**src/rtl/fetch_credit_ctrl.sv**
```systemverilog
// fetch_credit_ctrl
//   Fetch sequencer between the I-cache fetch port and the instruction buffer.
//   It issues fetch-group-aligned request PCs, reserving instruction-buffer
//   entries (credits) before each request. In-order cache responses are tagged
//   with their PC and slot mask and forwarded. On a redirect, responses to
//   requests already in flight are discarded and fetch restarts at the new PC.
//
// Ports
//   clk_i, rst_i          clock, synchronous active-high reset
//   fetch_en_i            permits issue of new requests
//   req_valid_o/ready_i   cache request handshake
//   req_pc_o              aligned request PC
//   rsp_valid_i           in-order cache response (always accepted)
//   rsp_instrs_i          response instructions
//   fe_valid_o, fe_*      group forwarded to the instruction buffer
//   fe_ready_i            buffer ready (checked only; credits guarantee space)
//   deq_fire_i            buffer popped DECODE_WIDTH entries
//   redirect_valid_i/pc_i backend redirect
//   proto_err_o           sticky protocol-error flag

package config_pkg;
    typedef struct packed {
        int unsigned INSTR_PER_FETCH;
        int unsigned ILEN;
        int unsigned PLEN;
    } cfg_t;

    localparam cfg_t EmptyCfg = '{INSTR_PER_FETCH: 4, ILEN: 32, PLEN: 32};
endpackage

module fetch_credit_ctrl #(
    parameter config_pkg::cfg_t  Cfg             = config_pkg::EmptyCfg,
    parameter int unsigned       IB_DEPTH        = 32,
    parameter int unsigned       DECODE_WIDTH    = Cfg.INSTR_PER_FETCH,
    parameter int unsigned       MAX_OUTSTANDING = 4,
    parameter logic [Cfg.PLEN-1:0] RESET_PC      = 'h8000_0000
) (
    input  logic                                     clk_i,
    input  logic                                     rst_i,
    input  logic                                     fetch_en_i,
    output logic                                     req_valid_o,
    input  logic                                     req_ready_i,
    output logic [Cfg.PLEN-1:0]                      req_pc_o,
    input  logic                                     rsp_valid_i,
    input  logic [Cfg.INSTR_PER_FETCH*Cfg.ILEN-1:0]  rsp_instrs_i,
    output logic                                     fe_valid_o,
    input  logic                                     fe_ready_i,
    output logic [Cfg.INSTR_PER_FETCH*Cfg.ILEN-1:0]  fe_instrs_o,
    output logic [Cfg.PLEN-1:0]                      fe_pc_o,
    output logic [Cfg.INSTR_PER_FETCH-1:0]           fe_slot_valid_o,
    output logic [Cfg.INSTR_PER_FETCH*Cfg.PLEN-1:0]  fe_pred_npc_o,
    input  logic                                     deq_fire_i,
    input  logic                                     redirect_valid_i,
    input  logic [Cfg.PLEN-1:0]                      redirect_pc_i,
    output logic                                     proto_err_o
);

    localparam int unsigned FW     = Cfg.INSTR_PER_FETCH;
    localparam int unsigned PLEN   = Cfg.PLEN;
    localparam int unsigned IBYTES = Cfg.ILEN / 8;
    localparam int unsigned GBYTES = FW * IBYTES;
    localparam int unsigned OB     = $clog2(GBYTES);
    localparam int unsigned IBB    = $clog2(IBYTES);
    localparam int unsigned CRW    = $clog2(IB_DEPTH + 1);
    localparam int unsigned OUTW   = $clog2(MAX_OUTSTANDING + 1);
    localparam int unsigned PW     = (MAX_OUTSTANDING > 1) ? $clog2(MAX_OUTSTANDING) : 1;
    localparam int unsigned SUMW   = CRW + 2;

    typedef enum logic [1:0] {IDLE, FETCH, DRAIN} state_e;

    state_e            state, state_next;
    logic [PLEN-1:0]   pc_q, pc_d;
    logic [CRW-1:0]    credit_q, credit_d;
    logic [OUTW-1:0]   out_q, out_d;
    logic [OUTW-1:0]   stale_q, stale_d;
    logic [SUMW-1:0]   credit_sum;
    logic              req_fire, rsp_pop, drop, fwd, overflow;
    logic              proto_err_q;
    logic [PLEN-1:0]   fifo_mem [MAX_OUTSTANDING];
    logic [PW-1:0]     wr_ptr, rd_ptr;
    logic [PLEN-1:0]   head_pc;
    logic [OB-1:0]     slot_idx;

    function automatic logic [PLEN-1:0] align_pc(input logic [PLEN-1:0] pc);
        return {pc[PLEN-1:OB], {OB{1'b0}}};
    endfunction

    // Clamp credit returns to the buffer depth; anything above it is an error.
    function automatic logic [CRW-1:0] sat_credit(input logic [SUMW-1:0] sum);
        if (sum > SUMW'(IB_DEPTH)) return CRW'(IB_DEPTH);
        return sum[CRW-1:0];
    endfunction

    // ---------------- bookkeeping next-state ----------------
    always_comb begin
        req_fire   = req_valid_o && req_ready_i;
        // A response with nothing outstanding has no PC to pair with: flag it, ignore it.
        rsp_pop    = rsp_valid_i && (out_q != '0);
        drop       = rsp_pop && ((stale_q != '0) || redirect_valid_i);
        fwd        = rsp_pop && !drop;
        out_d      = out_q + OUTW'(req_fire) - OUTW'(rsp_pop);
        credit_sum = SUMW'(credit_q)
                   + (drop       ? SUMW'(FW)           : '0)
                   + (deq_fire_i ? SUMW'(DECODE_WIDTH) : '0)
                   - (req_fire   ? SUMW'(FW)           : '0);
        overflow   = 1'b0;
        pc_d       = pc_q;
        stale_d    = stale_q;
        credit_d   = credit_q;
        if (redirect_valid_i) begin
            // Everything still in flight (including a request firing now) is stale;
            // its credits stay reserved until the response arrives and is dropped.
            stale_d  = out_d;
            credit_d = CRW'(IB_DEPTH) - CRW'(FW) * CRW'(out_d);
            pc_d     = redirect_pc_i;
        end else begin
            overflow = credit_sum > SUMW'(IB_DEPTH);
            credit_d = sat_credit(credit_sum);
            if (rsp_pop && (stale_q != '0))
                stale_d = stale_q - 1'b1;
            if (req_fire)
                pc_d = align_pc(pc_q) + PLEN'(GBYTES);
        end
    end

    always_ff @(posedge clk_i) begin
        if (rst_i) begin
            pc_q        <= RESET_PC;
            credit_q    <= CRW'(IB_DEPTH);
            out_q       <= '0;
            stale_q     <= '0;
            wr_ptr      <= '0;
            rd_ptr      <= '0;
            proto_err_q <= 1'b0;
        end else begin
            pc_q     <= pc_d;
            credit_q <= credit_d;
            out_q    <= out_d;
            stale_q  <= stale_d;
            if (req_fire) wr_ptr <= wr_ptr + 1'b1;
            if (rsp_pop)  rd_ptr <= rd_ptr + 1'b1;
            if ((rsp_valid_i && (out_q == '0)) || (fe_valid_o && !fe_ready_i) || overflow)
                proto_err_q <= 1'b1;
        end
    end

    // The unaligned PC is stored so the first group after a redirect keeps its offset.
    always_ff @(posedge clk_i) begin
        if (req_fire) fifo_mem[wr_ptr] <= pc_q;
    end

    // ---------------- FSM: state register ----------------
    always_ff @(posedge clk_i) begin
        if (rst_i) state <= IDLE;
        else       state <= state_next;
    end

    // ---------------- FSM: next state ----------------
    always_comb begin
        state_next = state;
        case (state)
            IDLE:    if (fetch_en_i)  state_next = FETCH;
            FETCH:   if (!fetch_en_i) state_next = IDLE;
            DRAIN:   if (stale_q == '0) state_next = fetch_en_i ? FETCH : IDLE;
            default: state_next = IDLE;
        endcase
        if (redirect_valid_i)
            state_next = (out_d != '0) ? DRAIN : (fetch_en_i ? FETCH : IDLE);
    end

    // ---------------- FSM: outputs ----------------
    always_comb begin
        req_valid_o = (state == FETCH) && (credit_q >= CRW'(FW))
                   && (out_q < OUTW'(MAX_OUTSTANDING));
        req_pc_o    = align_pc(pc_q);
        head_pc     = fifo_mem[rd_ptr];
        fe_valid_o  = fwd;
        fe_instrs_o = rsp_instrs_i;
        fe_pc_o     = align_pc(head_pc);
        slot_idx    = head_pc[OB-1:0] >> IBB;
        fe_slot_valid_o = '0;
        fe_pred_npc_o   = '0;
        for (int i = 0; i < int'(FW); i++) begin
            fe_slot_valid_o[i]          = (OB'(i) >= slot_idx);
            fe_pred_npc_o[i*PLEN +: PLEN] = fe_pc_o + PLEN'(IBYTES * (i + 1));
        end
    end

    assign proto_err_o = proto_err_q;

endmodule

```
**config.mk**
```make
export PLATFORM = sky130hd
export DESIGN_NAME = fetch_credit_ctrl
export DESIGN_NICKNAME = d
export VERILOG_FILES = /design/src/rtl/fetch_credit_ctrl.sv
export SDC_FILE = /design/constraint.sdc
export NUM_CORES = 1
export LEC_CHECK = 0
export ABC_CLOCK_PERIOD_IN_PS = 4040
export BUFFER_PORTS_ARGS = -buffer_cell sky130_fd_sc_hd__buf_2
export CORE_AREA = 2 2 195 197
export CTS_BUF_LIST = sky130_fd_sc_hd__clkbuf_8
export DETAILED_ROUTE_END_ITERATION = 12
export DIE_AREA = 0 0 197 199
export GPL_ROUTABILITY_DRIVEN = 0
export GPL_TIMING_DRIVEN = 1
export SLEW_MARGIN = 20
export SYNTH_ARGS = -nofsm -noshare
export SYNTH_HDL_FRONTEND = slang
export SYNTH_SLANG_ARGS = --single-unit
```
**constraint.sdc**
```tcl
create_clock -name clk_i -period 4.04 [get_ports clk_i]
set_input_delay 0.404 -clock clk_i [delete_from_list [all_inputs] [get_ports clk_i]]
set_output_delay 0.404 -clock clk_i [all_outputs]
set_load 0.005 [all_outputs]
```
# [Yosys cells after proc, flatten, opt, wreduce, memory -nomap -nowiden]
# Memory sizes are Yosys's and may differ from the RTL's. A register that Yosys moved wholly into a read port is not among the register bits.
# Index checks and enable logic that the tools add are counted.
[classes] n_addsub=14 n_mul=0 n_div=0 n_lt_le_gt_ge=7 n_eq_ne=5 shift=0 mux=24 bitwise=0 n_reduce_logical=23
[op_table] op="32-bit by 4-bit adder with 32-bit output, second input constant" count=2
[op_table] op="32-bit by 5-bit adder with 32-bit output, second input constant" count=2
[op_table] op="32-bit two-way mux" count=2
[op_table] op="32-bit by 3-bit adder with 32-bit output, second input constant" count=1
[op_table] op="6-bit two-way mux" count=3
[op_table] op="3-bit two-way mux" count=5
[op_table] op="2-bit two-way mux" count=7
[op_table] op="1-bit logical AND" count=9
[op_table] op="3-bit != test, second input constant" count=3
[op_table] op="3-bit nonzero test" count=3
[op_table] op="7-bit by 3-bit adder with 8-bit output" count=1
[op_table] op="8-bit by 6-bit > comparator with 1-bit output, second input constant" count=1
[op_table] op="8-bit by 3-bit subtractor with 8-bit output" count=1
[op_table] op="6-bit by 3-bit adder with 7-bit output" count=1
[op_table] op="6-bit by 3-bit greater-or-equal comparator with 1-bit output, second input constant" count=1
[op_table] op="3-bit zero test" count=2
[op_table] op="1-bit two-way mux" count=6
[op_table] op="2-bit one-hot mux with 3 select lines" count=1
[op_table] op="6-bit by 5-bit subtractor with 6-bit output, first input constant" count=1
[op_table] op="2-bit by 1-bit adder with 2-bit output, second input constant" count=2
[op_table] op="1-bit by 2-bit greater-or-equal comparator with 1-bit output, first input constant" count=2
[op_table] op="2-bit greater-or-equal comparator, first input constant" count=2
[op_table] op="2-bit nonzero test" count=2
[op_table] op="3-bit by 1-bit adder with 3-bit output" count=1
[op_table] op="other kinds (9)" count=12
[totals] ff_bits=51 latchBits=0 mem_bits_rw=128 rom_bits=0 inputBits=168 elab_cells=82 mem_count=1
[memory_table] name="fifo_mem" depth=4 width=32 rd=1 rd_ports_with_merged_regs=1 write_ports=1 line="79" source="logic [PLEN-1:0] fifo_mem [MAX_OUTSTANDING];"

# [Logic depth before layout (Yosys ltp)]
# Gate-level depths: netlist of run 1.
[depth] ltp_word=12 depth_mapped=17 ltp_nobuf=15

# [Worst setup path after synthesis of run 1]
# No wires, ideal clock.
[synth_timing] kind="register to register" from="register credit_q[5]" to="register credit_q[2]" setup_time_ns=0.114 arrival_ns=3.292 setup_slack_ns=0.633 path_stages_with_launch=18 n_path_buf=2 path_cell_list="dfxtp_1 -> inv_1 -> ha_1 -> o21ai_0 -> a211oi_2 -> buf_2 -> buf_2 -> fa_1 -> inv_1 -> ha_1 -> inv_1 -> fa_1 -> inv_1 -> a21oi_1 -> o21bai_1 -> xnor2_1 -> a31oi_1 -> a2111oi_0"
[synth_via] elab_chain_cells=11 elab_cells_between_ends=16 classes_between="add/sub (6); order compare (2); mux (5); reduce/logical (3)"
[synth_lines] item="from (decl)" line="73" source="logic [CRW-1:0] credit_q, credit_d;"
[synth_lines] item="from (signal assigned)" line="129" source="credit_q <= CRW'(IB_DEPTH);"
[synth_lines] item="from (signal assigned)" line="137" source="credit_q <= credit_d;"
[synth_lines] item="6-bit by 3-bit greater-or-equal comparator with 1-bit output *" line="173" source="req_valid_o = (state == FETCH) && (credit_q >= CRW'(FW))"
[synth_lines] item="1-bit logical AND *" line="173"
[synth_lines] item="1-bit logical AND *" line="174" source="&& (out_q < OUTW'(MAX_OUTSTANDING));"
[synth_lines] item="1-bit logical AND *" line="96" source="req_fire = req_valid_o && req_ready_i;"
[synth_lines] item="via req_fire" line="77" source="logic req_fire, rsp_pop, drop, fwd, overflow;"
[synth_lines] item="3-bit two-way mux" line="105" source="- (req_fire ? SUMW'(FW) : '0);"
[synth_lines] item="8-bit by 3-bit subtractor with 8-bit output" line="105"
[synth_lines] item="8-bit by 6-bit > comparator with 1-bit output" line="90" source="if (sum > SUMW'(IB_DEPTH)) return CRW'(IB_DEPTH);"
[synth_lines] item="1-bit two-way mux" line="90"
[synth_lines] item="1-bit two-way mux" line="110" source="if (redirect_valid_i) begin"
[synth_lines] item="6-bit two-way mux" line="91" source="return sum[CRW-1:0];"
[synth_lines] item="6-bit two-way mux *" line="110"
# Mark *: on every way through the listed nets, which the timed path passes. The rest lies on a longest branch. The select of a mux whose other input is x is not followed.
# A chain may end at the register's enable or synchronous reset.

==> run metrics, run 1 <==
Synth warnings=0; worst-margin pin slew=0.944 ns; power share of the sequential group=approximately two fifths; crit path kind=reg2out; Clk Tree Root Cell=clkbuf_8; unrepaired setup endpoints after global routing=false; layout cell share with drive strength beyond 1=approximately a third; Synth Flop Type=edfxtp_1; maximum VDD drop=about 360 uV; antenna viol nets, final=0; total of max-cap violations=0; Via Count=between 5000 and 6000; Starting DRT DRC Count=between 300 and 400; CP arrival=about 3.2 ns; TritonCTS clock tree=done; crit path cell chain=buf_4, mux4_2, and4_1, and3_1, nand3_1, xnor2_1, buf_2; P&R area growth vs syn=1.41%; Initial Util=about a quarter; final HPWL from detailed placement=between 20000 and 25000 um; ys async rst share=0%; largest net degree at the start of global routing=47; Vias per Instance=about 4.3; initial antenna violation count=2; Post-Synthesis Cells=between 800 and 900; Tot GR Track Use=between 10% and 20%; Clk pwr share=22.6%; Post-CTS Setup Inserts=0; Logic pwr share=a little under two fifths; CP required=around 3.6 ns; die area=roughly 0.04 mm2; clock slew at reported path FFs=approximately 0.10 ns; net load switching power=between 1.5 and 2 mW; WL/cell=23.6 um; number of synthesized flops with an enable pin=120; path depth of the worst reg2reg path=15; endpoints failing setup=0; Setup Skew=0.0187 ns; Pre-antenna DRT Iters=4; CTS buffer count=17; total wire length=just over 30000 um; Pint=approximately 3.5 mW; final-stage net count=between 1000 and 1500; Setup crit end kind=output port; Final Max Slew Viols=0; # rows=71; setup TNS=0 ns; Rel. slew slack=between 30 and 40%; P_leak=~3.8 nW; period utilisation layout=approximately nine tenths; grt total ovfl=0; Crit-path slowest cell=dfxtp_2; Die X=a little under 200 um; Die Span Y=just under 200 um; DRC violations left=0; Yosys reg bits=roughly 170; core area=about 0.037 mm2; Worst Hold Depth=3; Final Hold Fails=0; crit path max fanout=15; register area share after synthesis=47.2%; post-CTS sizing=0; Synth Cell Area=a little under 0.01 mm2; Post-Syn Area per Cell=~11 um2; Num Clock Sinks=between 150 and 200; Max Root-Sink Buffers=2; setup ws final=0.422 ns; post-place setup slack=0.502 ns; Startpoint Class=register; Pwr per Cell Area=544 mW/mm2; Ports=495; IO Port Bufs=~210; Yosys cell types=53; switch share=35.4%; Min-Delay Path Class=in2reg; Worst path max stage delay=about 0.7 ns; clk_lat worst skew=about 0.45 ns; f_max=approximately 280 MHz; # hold bufs at CTS=0; vias in the first global route=5108; first-pass GRT wire length=~41000 um; fin crit period=3.62 ns; status=complete, no violations; H-Tree Depth=4
[logic make-up (layout without fill, tap and decap cells)]
kind of cell	Yosys count	in the layout	synth area share, %
and+or+nand+nor	174	174	9.15
adders and majority gates	26	26	3.58
buffers and inverters	323	292	23.4
DFF	169	169	47.2
muxes	33	33	7.39
xor gates and xnor gates	54	54	4.87
AOI/OAI and AO/OA	65	65	4.31
other	2	26	0.0774
[cell type report]
type,count,area [um2]
fillers,3889,27300
flip-flops and latches,169,4590
multi-input cells,377,2940
repair buffers,226,1180
well taps,474,593
clock buffers,17,234
clock inverters,15,179
inverters,34,128
diodes,1,2.50
[worst max-delay path, delay by kind of cell, from the launching register on]
kind,cells,cell delay (ns)
and+or+nand+nor,3,0.75
DFF,1,0.70
muxes,1,0.65
buffers and inverters,2,0.49
xor gates and xnor gates,1,0.16
[flip-flops by register name, indices dropped and copies added, names as in the netlist, named ones only]
| name | cells |
|---|---|
| fifo_mem | 120 |
| rd_ptr | 2 |
| proto_err_o | 1 |
| out_q | 3 |
| pc_q | 30 |
| credit_q | 4 |
| stale_q | 3 |
| state | 2 |
| wr_ptr | 2 |
[path summary, 6_finish.rpt]
path	slack (ns)	from	endpoint
max reg2reg	0.51	credit_q[5]$_SDFF_PP1_	credit_q[2]$_SDFF_PP0_
max	0.42	register	fe_pred_npc_o[124]
min reg2reg	0.52	pc_q[2]$_SDFFE_PP0P_	fifo_mem[2][2]$_DFFE_PP_
min	0.18	redirect_pc_i[5]	pc_q[5]$_SDFFE_PP0P_
[layer usage]
layer / up-vias / wire [um] / global-route usage, %
li1: 2619 / - / -
met1: 2638 / 10200 / 15.1
met2: 375 / 14500 / 24.0
met3: 20 / 6040 / 13.0
met4: 4 / 125 / 2.59
met5: - / 104 / 2.17
[placed cells by master (no fill, tap or decap), types with 25 or more instances in the layout]
cell,n
inv_1,33
nand2_1,40
edfxtp_1,120
mux4_2,27
nor2_1,41
xnor2_1,48
buf_2,211
conb_1,25
dfxtp_1,48
[power groups by stage]
stage / logic, mW / clock network, mW / registers, mW
2_1_floorplan: 1.82 / 0 / 2.07
6_report: 2.05 / 1.21 / 2.09
3_3_place_gp: 2.08 / 0 / 2.13
3_5_place_dp: 2.09 / 0 / 2.13
4_1_cts: 2.10 / 1.24 / 2.09
5_1_grt: 2.31 / 1.31 / 2.11
[stage by stage]
stage	util, %	cells	hold WS [ns]	power [mW]	cell area [um2]
after floorplan	-	869	0.452	3.88	9790
after global placement	25.4	1280	0.494	4.20	9430
after detailed placement	25.4	1280	0.501	4.22	9430
after CTS	26.5	1312	0.155	5.43	9840
after global routing	26.5	1312	0.159	5.73	9840
final	26.5	1313	0.180	5.36	9840
[cells in the mapped netlist (all sizes together), types with 11 or more instances]
| cell type | instances | area, um2 |
|---|---|---|
| a211oi | 11 | 87.6 |
| a21oi | 23 | 115 |
| and2 | 12 | 80.1 |
| and3 | 12 | 80.1 |
| buf | 277 | 2100 |
| clkbuf | 12 | 45.0 |
| dfxtp | 49 | 981 |
| edfxtp | 120 | 3600 |
| ha | 23 | 288 |
| inv | 34 | 128 |
| mux4 | 30 | 687 |
| nand2 | 40 | 150 |
| nand3 | 19 | 100 |
| nand4 | 13 | 87.6 |
| nor2 | 42 | 160 |
| nor3 | 14 | 70.1 |
| o21ai | 12 | 60.1 |
| xnor2 | 48 | 420 |
No activity file was read; power rests on OpenSTA's default activity.
==> run 2, diff against run 1 <==
--- a/config.mk
+++ b/config.mk
@@ -7,10 +7,9 @@
 export LEC_CHECK = 0
 export ABC_CLOCK_PERIOD_IN_PS = 4040
 export BUFFER_PORTS_ARGS = -buffer_cell sky130_fd_sc_hd__buf_2
-export CORE_AREA = 2 2 195 197
-export CTS_BUF_LIST = sky130_fd_sc_hd__clkbuf_8
+export CORE_AREA = 2 2 191 193
 export DETAILED_ROUTE_END_ITERATION = 12
-export DIE_AREA = 0 0 197 199
+export DIE_AREA = 0 0 193 195
 export GPL_ROUTABILITY_DRIVEN = 0
 export GPL_TIMING_DRIVEN = 1
 export SLEW_MARGIN = 20
==> run metrics, run 2 (synthesis gave the netlist of run 1 again) <==
Ports=~500; vias in the first global route=about 5400; Max Root-Sink Buffers=2; IO Port Bufs=~210; Tot GR Track Use=15.9%; total wire length=between 30000 and 40000 um; H-Tree Depth=4; f_max=274 MHz; post-CTS sizing=0; CTS buffer count=17; P_leak=3.84 nW; Via Count=between 5000 and 6000; first-pass GRT wire length=between 40000 and 50000 um; period utilisation layout=roughly 90%; biggest regs=fifo_mem x120, pc_q x30, credit_q x4; maximum VDD drop=between 300 and 400 uV; Setup Skew=0.00815 ns; # rows=69; DRC violations left=0; Hold Crit Start=redirect_pc_i[3]; grt total ovfl=0; total of max-cap violations=0; fin crit period=3.64 ns; power after layout=about 5.8 mW; P&R area growth vs syn=3.24%; CP required=approximately 3.6 ns; setup TNS=0 ns; Worst R2R End=credit_q[2]$_SDFF_PP0_; Post-CTS Setup Inserts=0; Rel. slew slack=36.8%; Die X=193 um; Initial Util=between 20% and 30%; unrepaired setup endpoints after global routing=false; Layout Cells excl Fill=1300; Setup crit end kind=output port; # hold bufs at CTS=0; Worst Hold Depth=3; endpoints failing setup=0; most used cell, CP=buf_4; core area=between 0.03 and 0.04 mm2; Min-Delay Path Class=in2reg; crit path kind=reg2out; Crit-path slowest cell=mux4_2; clock slew at reported path FFs=approximately 0.070 ns; Vias per Instance=between 4 and 5; Startpoint Class=register; RR Startpoint=credit_q[5]$_SDFF_PP1_; final-stage net count=~1000; worst-margin pin slew=approximately 0.95 ns; final HPWL from detailed placement=roughly 25000 um; layout cell share with drive strength beyond 1=a little over a third; path depth of the worst reg2reg path=14; WL/cell=between 20 and 25 um; largest net degree at the start of global routing=between 40 and 50; Top reg by flops=fifo_mem; CP arrival=roughly 3.2 ns; status=complete, no violations; Worst path max stage delay=0.67 ns; die area=about 0.038 mm2; Final Hold Fails=0; max reg flops=120; placed insts=~1300; TritonCTS clock tree=done; worst path bufs/invs=3; Clk Tree Root Cell=clkbuf_16; most common cell after layout, fill and taps aside=buf_2; Num Clock Sinks=169; Pwr per Cell Area=584 mW/mm2; crit path cell chain=buf_4, buf_4, mux4_2, and4_1, and3_1, nand3_1, xnor2_1, buf_2; WHS Endpoint=pc_q[3]$_SDFFE_PP0P_; Final Max Slew Viols=0; delay-heaviest family, CP=simple AND/OR/NAND/NOR gates; clk_lat worst skew=about 0.43 ns; Filler cells=between 3000 and 4000; most frequent cells in the layout=211 x buf_2, 120 x edfxtp_1, 48 x xnor2_1, 48 x dfxtp_1, 41 x nor2_1; R2R Setup Slk=between 0.4 and 0.5 ns; Starting DRT DRC Count=roughly 300; Pre-antenna DRT Iters=5; antenna viol nets, final=0; crit path max fanout=11; initial antenna violation count=1; Die Span Y=roughly 200 um
==> run 2: cell count changes in the layout (fill, tap and decap cells not counted), sizes merged <==
cell / before / now
buf: 226 / 225
bufinv: 1 / 2
clkbuf: 17 / 18
clkinv: 5 / 3
clkinvlp: 1 / 2
diode: 1 / 2
inv: 42 / 41
==> run 2: how the worst max path moves through the flow <==
stage,endpoint,slack [ns],cells past startpoint
floorplan,credit_q[2]$_SDFF_PP0_,0.63,17
global placement,credit_q[2]$_SDFF_PP0_,0.63,15
detailed placement,credit_q[2]$_SDFF_PP0_,0.49,14
CTS,fe_pred_npc_o[122],0.26,9
global route,fe_pred_npc_o[122],0.03,9
finish,fe_pred_npc_o[122],0.40,8
==> run 2: cell type report <==
cell class                      count  area [um2]  share of cell area [%]
Antenna cell                        2        5.00                  0.0500
Clock buffer                       18         429                    4.28
Clock inverter                     14         183                    1.82
Inverter                           34         128                    1.27
Multi-Input combinational cell    377        2940                    29.3
Sequential cell                   169        4590                    45.8
Tap cell                          461         577                    5.76
Timing Repair Buffer              225        1170                    11.7
==> run 2: worst min-delay path: stages <==
cell	delay, ns
buf_2	0.08
a21oi_1	0.05
nor2_1	0.07
==> run 2: metal layers <==
layer  share of wire, %  track usage, %
met1                 33            15.5
met5               0.74            4.11
met4                1.0            3.06
met2                 48            26.3
met3                 18            12.3
==> run 2: power breakdown <==
part	total (mW)	switching [mW]	internal, mW
registers	2.08	0.114	1.97
logic	2.10	1.14	0.962
clock network	1.67	0.726	0.942
==> run 2: metrics by stage <==
stage	util [%]	cell area [um2]	setup WS [ns]	hold slack, ns
final	28.3	10000	0.396	0.204
after global routing	28.3	10000	0.0284	0.220
after CTS	28.3	10000	0.257	0.188
after detailed placement	26.6	9400	0.490	0.514
after global placement	26.6	9400	0.629	0.507
after floorplan	-	9790	0.633	0.452
==> run 3, diff against run 2 <==
--- a/config.mk
+++ b/config.mk
@@ -12,7 +12,8 @@
 export DIE_AREA = 0 0 193 195
 export GPL_ROUTABILITY_DRIVEN = 0
 export GPL_TIMING_DRIVEN = 1
-export SLEW_MARGIN = 20
+export RECOVER_POWER = 100
+export SLEW_MARGIN = 25
 export SYNTH_ARGS = -nofsm -noshare
 export SYNTH_HDL_FRONTEND = slang
 export SYNTH_SLANG_ARGS = --single-unit
==> constraint.sdc (replaced) <==
create_clock -name clk_i -period 4.04 [get_ports clk_i]
set_input_delay 1.01 -clock clk_i [delete_from_list [all_inputs] [get_ports clk_i]]
set_output_delay 1.01 -clock clk_i [all_outputs]
set_load 0.005 [all_outputs]
==> run metrics, run 3 (synthesis gave the netlist of run 1 again) <==
Die Span Y=195 um; DRC violations left=0; first-pass GRT wire length=~42000 um; Clk Tree Root Cell=clkbuf_16; violated checks=capacitance limit, slew limit; Top reg by flops=fifo_mem; unrepaired setup endpoints after global routing=false; period utilisation layout=95.9%; CTS buffer count=17; vias in the first global route=5487; most common cell after layout, fill and taps aside=edfxtp_1; Num Clock Sinks=roughly 170; Final Hold Fails=0; CP arrival=roughly 2.9 ns; crit path kind=reg2out; most frequent cells in the layout=120 x edfxtp_1, 118 x buf_2, 103 x clkbuf_1; Startpoint Class=register; Pre-antenna DRT Iters=4; Min-Delay Path Class=reg2reg; biggest regs=fifo_mem x120, pc_q x30, credit_q x4; Tot GR Track Use=between 10% and 20%; Max Root-Sink Buffers=2; Setup crit end kind=output port; final HPWL from detailed placement=25300 um; maximum VDD drop=around 270 uV; Final Max Slew Viols=46; Starting DRT DRC Count=~340; WL/cell=24.2 um; worst-margin pin slew=2.20 ns; Setup Skew=~0.011 ns; largest net degree at the start of global routing=47; H-Tree Depth=4; setup TNS=0 ns; f_max=~260 MHz; clk_lat worst skew=roughly 0.43 ns; Via Count=~5800; Ports=495; P_leak=3.58 nW; # rows=between 60 and 70; TritonCTS clock tree=done; P&R area growth vs syn=2.58%; Rel. slew slack=-46.9%; total of max-cap violations=1; layout cell share with drive strength beyond 1=about a quarter; CP required=between 3 and 4 ns; status=complete, but fails checks; IO Port Bufs=between 200 and 250; Pwr per Cell Area=a little under 600 mW/mm2; max reg flops=120; power after layout=approximately 5.9 mW; endpoints failing setup=0; Die X=193 um; Initial Util=27.4%; Filler cells=between 3000 and 4000; crit path max fanout=8; clock slew at reported path FFs=0.06 ns; initial antenna violation count=4; grt total ovfl=0; die area=about 0.038 mm2; Post-CTS Setup Inserts=0; fin crit period=3.87 ns; core area=about 0.035 mm2; total wire length=roughly 32000 um; final-stage net count=slightly above 1000; antenna viol nets, final=0; Vias per Instance=4.41
[run 3: cell count changes in the layout (fill, tap and decap cells not counted), moves of 2 or more]
| cell | delta |
|---|---|
| inv_8 | -5 |
| and2_1 | -5 |
| clkbuf_2 | +5 |
| clkinvlp_4 | -2 |
| clkinv_2 | +3 |
| and2_0 | +5 |
| bufinv_16 | +3 |
| buf_2 | -93 |
| clkbuf_1 | +102 |
| buf_4 | -7 |
[run 3: metal layers]
metal  up-vias  GRT usage (%)  part of all wire, %
li1       2623              -                    -
met1      2723           15.6                   31
met2       387           26.8                   49
met3        31           13.1                   19
met4        10           2.78                 0.60
met5         -           4.11                 0.83
[run 3: timing repair]
item / in CTS / in global routing
endpoints found under the setup margin: 0 / 7
gates resized for setup: 0 / 1
endpoints found under the hold margin: 0 / 0
hold buffers: 0 / 0
[run 3: area by class of cell]
cell class                 count  area (um2)  share of cell area [%]
tap                          461         577                    5.79
timing repair buffer         233        1080                    10.9
clock buffer                  20         447                    4.49
antenna                        2        5.00                  0.0503
sequential                   169        4590                    46.1
multi-input combinational    377        2930                    29.5
inverter                      34         128                    1.28
clock inverter                12         195                    1.96
[run 3: report_power, final]
part / internal (mW) / switching [mW]
Sequential: 1.97 / 0.0911
Clock: 1.11 / 0.648
Combinational: 0.915 / 1.18
Total: 4.00 / 1.92
[run 3: critical path, stage by stage (launching register included)]
cell,delay [ns]
dfxtp_2,0.39
buf_4,0.20
mux4_1,0.69
and3_1,0.24
and3_1,0.24
and2_4,0.20
and4_1,0.20
xor2_1,0.13
clkbuf_1,0.12
[run 3: final timing paths]
path / startpoint / to / slack, ns / depth (start not counted)
hold reg to reg: pc_q[3]$_SDFFE_PP0P_ / fifo_mem[2][3]$_DFFE_PP_ / 0.53 / 0
setup reg to reg: credit_q[5]$_SDFF_PP1_ / credit_q[4]$_SDFF_PP0_ / 0.42 / 14
setup / recovery: register / fe_pred_npc_o[119] / 0.17 / 8
hold / removal: pc_q[3]$_SDFFE_PP0P_ / fifo_mem[2][3]$_DFFE_PP_ / 0.53 / 0
[run 3: through the flow]
stage	hold WS, ns	instances	worst slack, ns	util [%]	instance area [um2]
global route	0.542	1306	0.00616	28.1	9950
CTS	0.533	1306	0.0391	28.6	10100
detailed placement	0.519	1274	0.328	26.8	9470
floorplan	0.452	869	0.353	-	9790
global placement	0.489	1274	0.403	26.8	9470
finish	0.533	1308	0.167	28.1	9950
